===== config.mk =====
export PLATFORM = sky130hd
export DESIGN_NAME = fetch_unit
export DESIGN_NICKNAME = d
export VERILOG_FILES = /design/src/rtl/s_machine_pkg.sv /design/src/rtl/pc_counter.sv /design/src/rtl/fetch_unit.sv
export SDC_FILE = /design/constraint.sdc
export NUM_CORES = 1
export LEC_CHECK = 0
export ABC_AREA = 0
export CORE_UTILIZATION = 35
export DETAILED_ROUTE_END_ITERATION = 7
export HOLD_SLACK_MARGIN = 0.1
export MAX_ROUTING_LAYER = met4
export PLACE_DENSITY = 0.74
export SLEW_MARGIN = 30
export SYNTH_ARGS = -nofsm -noshare
export SYNTH_HDL_FRONTEND = slang
export SYNTH_SLANG_ARGS = --single-unit

===== constraint.sdc =====
create_clock -name clk -period 1.9 [get_ports clk]
set_clock_uncertainty 0.15 [all_clocks]
set_input_delay 0.38 -clock clk [delete_from_list [all_inputs] [get_ports clk]]
set_output_delay 0.38 -clock clk [all_outputs]
set_load 0.05 [all_outputs]

===== src/rtl/s_machine_pkg.sv =====
// Shared S-Machine definitions: datapath widths, opcode field, opcodes, fetch states.
package s_machine_pkg;

  localparam int unsigned S_ADDR_W = 8;
  localparam int unsigned S_INST_W = 16;

  localparam int unsigned OP_MSB = 15;
  localparam int unsigned OP_LSB = 12;

  localparam logic [3:0] OP_NOP  = 4'b0000;
  localparam logic [3:0] OP_ALU  = 4'b0001;
  localparam logic [3:0] OP_LDI  = 4'b0010;
  localparam logic [3:0] OP_BR   = 4'b0100;
  localparam logic [3:0] OP_HALT = 4'b1000;

  typedef enum logic [0:0] {
    StRun  = 1'b0,
    StHalt = 1'b1
  } fetch_state_e;

  function automatic logic [3:0] get_op(input logic [S_INST_W-1:0] inst);
    return inst[OP_MSB:OP_LSB];
  endfunction

endpackage


===== src/rtl/pc_counter.sv =====
// Program counter: async reset to RESET_PC, then load, increment or hold (wraps modulo 2^ADDR_W).
module pc_counter #(
  parameter int unsigned       ADDR_W   = 8,
  parameter logic [ADDR_W-1:0] RESET_PC = '0
) (
  input  logic              clk,
  input  logic              rst,
  input  logic              load_en,
  input  logic [ADDR_W-1:0] load_val,
  input  logic              inc,
  output logic [ADDR_W-1:0] pc
);

  always_ff @(posedge clk or posedge rst) begin
    if (rst) begin
      pc <= RESET_PC;
    end else if (load_en) begin
      pc <= load_val;
    end else if (inc) begin
      pc <= pc + ADDR_W'(1);
    end
  end

endmodule


===== src/rtl/fetch_unit.sv =====
// S-Machine fetch stage: PC, instruction register and valid/ready handoff to decode.
// Optional HALT opcode stop is enabled by defining FETCH_HALT_EN.
module fetch_unit
  import s_machine_pkg::*;
#(
  parameter int unsigned       ADDR_W   = S_ADDR_W,
  parameter int unsigned       INST_W   = S_INST_W,
  parameter logic [ADDR_W-1:0] RESET_PC = '0,
  parameter logic [3:0]        HALT_OP  = OP_HALT
) (
  input  logic              clk,
  input  logic              rst,
  output logic [ADDR_W-1:0] pc_o,
  input  logic [INST_W-1:0] inst_i,
  input  logic              br_valid,
  input  logic [ADDR_W-1:0] br_target,
  output logic [INST_W-1:0] ir_o,
  output logic [ADDR_W-1:0] ir_pc_o,
  output logic              ir_valid,
  input  logic              ir_ready,
  output logic              halted_o
);

  logic load;
  logic is_halt;

  assign is_halt = (inst_i[OP_MSB:OP_LSB] == HALT_OP);

`ifdef FETCH_HALT_EN
  fetch_state_e state;

  assign load = (state == StRun) && (!ir_valid || ir_ready);
`else
  logic unused_is_halt;

  assign unused_is_halt = is_halt;
  assign load           = !ir_valid || ir_ready;
  assign halted_o       = 1'b0;
`endif

  pc_counter #(
    .ADDR_W   (ADDR_W),
    .RESET_PC (RESET_PC)
  ) u_pc_counter (
    .clk      (clk),
    .rst      (rst),
    .load_en  (br_valid),
    .load_val (br_target),
    .inc      (load),
    .pc       (pc_o)
  );

  always_ff @(posedge clk or posedge rst) begin
    if (rst) begin
      ir_o     <= '0;
      ir_pc_o  <= '0;
      ir_valid <= 1'b0;
`ifdef FETCH_HALT_EN
      state    <= StRun;
      halted_o <= 1'b0;
`endif
    end else if (br_valid) begin
      // Any word handed off this cycle is treated as consumed.
      ir_valid <= 1'b0;
`ifdef FETCH_HALT_EN
      state    <= StRun;
      halted_o <= 1'b0;
`endif
    end else if (load) begin
      ir_o     <= inst_i;
      ir_pc_o  <= pc_o;
      ir_valid <= 1'b1;
`ifdef FETCH_HALT_EN
      if (is_halt) begin
        state    <= StHalt;
        halted_o <= 1'b1;
      end
`endif
    end else if (ir_ready) begin
      // Only reachable in HALT: the final word drains without a refill.
      ir_valid <= 1'b0;
    end
  end

endmodule


* After elaboration in Yosys (flattened, before gate mapping) *
Index checks and enable logic that the tools add are counted.

operators by class
  add/sub/neg operators = 1
  $mul = 0
  divide/modulo/power cells = 0
  order comparisons = 0
  equal/unequal tests = 0
  shift-type cells = 0
  muxes and demuxes = 5
  bitwise logic cells = 1
  reductions and logical operators = 5

operators by type and width
  operator                                     count
  two-way mux 8 bit                            2
  adder 8 x 1 -> 8 bit, second input constant  1
  two-way mux 1 bit                            3
  nonzero test 3 bit                           1
  AND reduction 2 bit                          1
  nonzero test 2 bit                           1
  zero test 1 bit                              1
  logical OR 1 bit                             1
  NOT 1 bit                                    1

word-level totals
  flip-flop bits (word level) = 33
  bits in latches = 0
  bits in writable memories = 0
  memory bits (read-only) = 0
  output and inout port bits = 34
  word-level logic and storage cells = 16
  memories = 0

* Logic depth before layout (Yosys ltp) *
  depth after elaboration = 4
  depth in mapped cells = 6
  mapped depth without buffers = 4

* Hierarchy *
Synthesis repeated with hierarchy kept, for this count alone.

second synthesis, totals
  cell total of the unflattened synthesis = 108
  area, all modules = 1,508.9 µm²

modules (own cells, without submodules)
  module      instances  cells each  area an instance (µm²)  seq. area each (µm²)
  fetch_unit  1          58          1,063.5                 625.6
  pc_counter  1          50          445.4                   200.2

* Least setup slack after synthesis *
Ideal clock, no wire load.

  path type = reg-to-reg
  start point = register ir_valid
  end point = register ir_o[0]
  arrival = 1.555 ns
  required time = 1.625 ns
  slack = 0.070 ns
  cell stages (with the launch flop) = 7
  buffers on the path = 3
  clock period less this slack = 1.830 ns
  cells stage by stage = dfrtp_1 nand2b_4 buf_6 and2_4 buf_6 buf_12 mux2_4

between the ends
  cells in the longest elaborated chain, start to end = 3

ends and longest elaborated chain
  element                        line              source
  start, declared                fetch_unit.sv:19  output logic ir_valid,
  start signal, assigned         fetch_unit.sv:57  ir_valid <= 1'b0;
  start signal, assigned         fetch_unit.sv:64  ir_valid <= 1'b0;
  start signal, assigned         fetch_unit.sv:72  ir_valid <= 1'b1;
  zero test 1 bit                fetch_unit.sv:37  assign load = !ir_valid || ir_ready;
  logical OR 1 bit               fetch_unit.sv:37
  AND reduction 2 bit (no line)  --
  end signal, assigned           fetch_unit.sv:70  ir_o <= inst_i;
  end, declared                  fetch_unit.sv:17  output logic [INST_W-1:0] ir_o,

No other way between the ends.
A chain may end at the register's enable or synchronous reset.

* Worst setup path in the final report *
  start point = input ir_ready
  end point = register ir_o[13]

between the ends
  cells in the longest elaborated chain, start to end = 2

ends and longest elaborated chain
  element                        line              source
  start, declared                fetch_unit.sv:20  input logic ir_ready,
  logical OR 1 bit               fetch_unit.sv:37
  AND reduction 2 bit (no line)  --

No other way between the ends.

==> metrics <==
status finished, final reports clean; syn_nets 131; Reg2Reg Depth 4; Peak Freq 0.621 GHz; Die ar. 4510 µm²; CP required between 1.5 and 2 ns; Fillers 337; placed cell count ~210; initial antenna violation count 0; first-pass GRT wire length 4790 µm; Nets 197; P_sw a little over 0.0008 W; I/O pins 62; Row Count 23; n_diodes 0; crit path cell chain clkdlybuf4s50_1, nand2b_4, and2_4, buf_12, mux2_4; Internal 0.00146 W; critical path endpoint category flip-flop; Worst Path Max Fanout 11; area of the mapped netlist 1490 µm²; CTS tree done; Initial Utilization 36.9%; Syn-to-layout area delta 46.0%; Area contributors post-synth dfrtp_1 (56%), mux2_4 (20%), xor2_1 (3.5%), mux2_2 (3.0%), buf_12 (2.7%); Max-Cap Viols 0; GRT Total Usage 15.0%; cts repair resizes 0; register bit total from synthesis 33; final WL 3030 µm; Root Buffer clkbuf_8; vias per cell 4.60; Synth top area share between 50% and 60%; CP arrival 1.63 ns; Critical-path top delay cell clkdlybuf4s50_1; Clock power frac around 25%; Hold Fails Final Rpt 0; post-synthesis cell type count 22; largest area contributor in the netlist dfrtp_1; final worst path period share between 80% and 90%; yosys warns 0; PwrDens 1050 nW/µm²; Clk Latency, worst-skew pair 0.28 ns; Leakage Power about 1.0 nW; WL per Instance 13.9 µm; Core ar. 4030 µm²; FF-to-FF End ir_o[13]; max-slew violation count 0; most frequent cell after synthesis dfrtp_1; setup bufs post-CTS 0; H-Tree Depth 2; Chip Height 67.1 µm; Clock Pin Slew Worst Setup and Hold Paths 0.06 ns; TritonCTS Buffers 5; Seq pwr share 38.8%; IO buf count 60; Hold Path Class in2async; Switching Share 35.8%; power share of the combinational group around 36%; Synth Instances roughly 100; RSZ-0062 raised after global routing no; grt ovf 0; routability cong. about 0.73; initial DRC count 30; post-layout min period between 1.5 and 2 ns; Worst Path Buf+Inv 2; Worst R2R Start ir_valid; DRC violations left 0; Primary FF master, synth dfrtp_1; maximum vdd drop 0.000334 V; die width 67.1 µm; register area share after synthesis 55.6%; CP Class in2reg; Post-DP HPWL between 2000 and 2500 µm; Vias between 1000 and 1500; vias in the first global route 999; Hold Buf Count CTS 0; pin count of the biggest net entering global routing 34; Clock Path Buffers 2; Final Setup Violations 0; Power, Total 0.00228 W; crit path launch type input port; post-route antenna net violation count 0; Post-synth top cells dfrtp_1 (33), mux2_4 (20), nand2_1 (9), o21ai_0 (8), xor2_1 (6); average cell area after synthesis 14.6 µm²; crit-path max cell delay 0.45 ns; Final Non-Filler Cells 219; reg-to-reg slack, setup 0.45 ns; Post-synth EDFFs 0; fraction of layout cells with a size suffix above 1 42.6%; Post-synth ARST share 100%; Worst path top cell family by delay buffers and inverters; TritonRoute pass-1 iters 4; clk sink count 33
==> routing by layer <==
metal / track usage, % / vias up / part of all wire [%]
met5: - / - / 0
met4: 4.79 / 0 / 1.1
met3: 4.39 / 5 / 8.9
met2: 24.5 / 45 / 48
met1: 17.7 / 481 / 42
li1: - / 477 / -
==> power by group through the flow <==
| stage | Combinational, W | Clock [W] | Sequential, W |
|---|---|---|---|
| finish | 0.000828 | 0.000565 | 0.000883 |
| global route | 0.000868 | 0.000626 | 0.000898 |
| CTS | 0.000836 | 0.000585 | 0.000884 |
| detailed placement | 0.000834 | 0 | 0.000896 |
| global placement | 0.000822 | 0 | 0.000890 |
| floorplan | 0.000213 | 0 | 0.00124 |
==> kinds of logic after synthesis <==
group,after synthesis,share of synthesized area [%]
DFF,33,55.6
buffers and inverters,8,5.48
adders and majority gates,1,0.842
and+or+nand+nor,19,7.08
other,1,0.252
AOI/OAI and AO/OA,8,2.70
xor gates and xnor gates,7,4.13
muxes,25,23.9
==> metrics by stage <==
| stage | instance area [µm²] | worst slack, ns | hold slack (ns) | TNS, ns | utilization, % |
|---|---|---|---|---|---|
| floorplan | 1490 | 0.0700 | 0.301 | 0 | - |
| global placement | 2070 | 0.00862 | 0.343 | 0 | 51.3 |
| detailed placement | 2070 | -0.0113 | 0.345 | -0.0541 | 51.3 |
| CTS | 2170 | 0.291 | 0.351 | 0 | 53.8 |
| global route | 2170 | 0.266 | 0.380 | 0 | 53.8 |
| finish | 2170 | 0.288 | 0.341 | 0 | 53.8 |
==> worst min-delay path: stages <==
cell and delay, ns:
clkdlybuf4s50_1 0.40, inv_1 0.05, buf_4 0.36
==> how the worst max path moves through the flow <==
stage          slack [ns]  cells past startpoint      from    endpoint
2_1_floorplan        0.07                      6  ir_valid     ir_o[0]
3_3_place_gp        0.009                      5  ir_ready    ir_o[14]
3_5_place_dp        -0.01                      5  ir_ready  ir_pc_o[0]
4_1_cts              0.29                      5  ir_ready    ir_o[14]
5_1_grt              0.27                      5  ir_ready    ir_o[13]
6_report             0.29                      5  ir_ready    ir_o[13]
==> cell type report <==
cell class	instances	area (µm²)	share of cell area [%]
clock buffers	7	96.3	4.44
flip-flops and latches	33	826	38.1
inverters	2	7.51	0.346
multi-input cells	61	578	26.7
well taps	50	62.6	2.89
repair buffers	65	593	27.4
clock inverters	1	5.00	0.231
==> registers in the layout (all words and copies together) (netlist names) <==
register and cells:
ir_o 16, ir_valid 1, u_pc_counter.pc 8, ir_pc_o 8
==> placed cells by master, fill, tap and decap left out <==
master,n
mux2i_1,1
ha_1,1
clkdlybuf4s50_1,27
o21ai_0,8
and4_1,1
mux2_2,4
nand3_1,3
clkbuf_8,7
and2_4,1
buf_12,3
xor2_1,6
nand2_1,9
mux2_4,20
nand2b_4,1
dfrtp_1,33
clkinv_2,1
and3_1,1
xnor2_1,1
inv_1,2
buf_4,35
and2_1,1
conb_1,1
nand4_1,2
No activity file was read; power rests on OpenSTA's default activity.
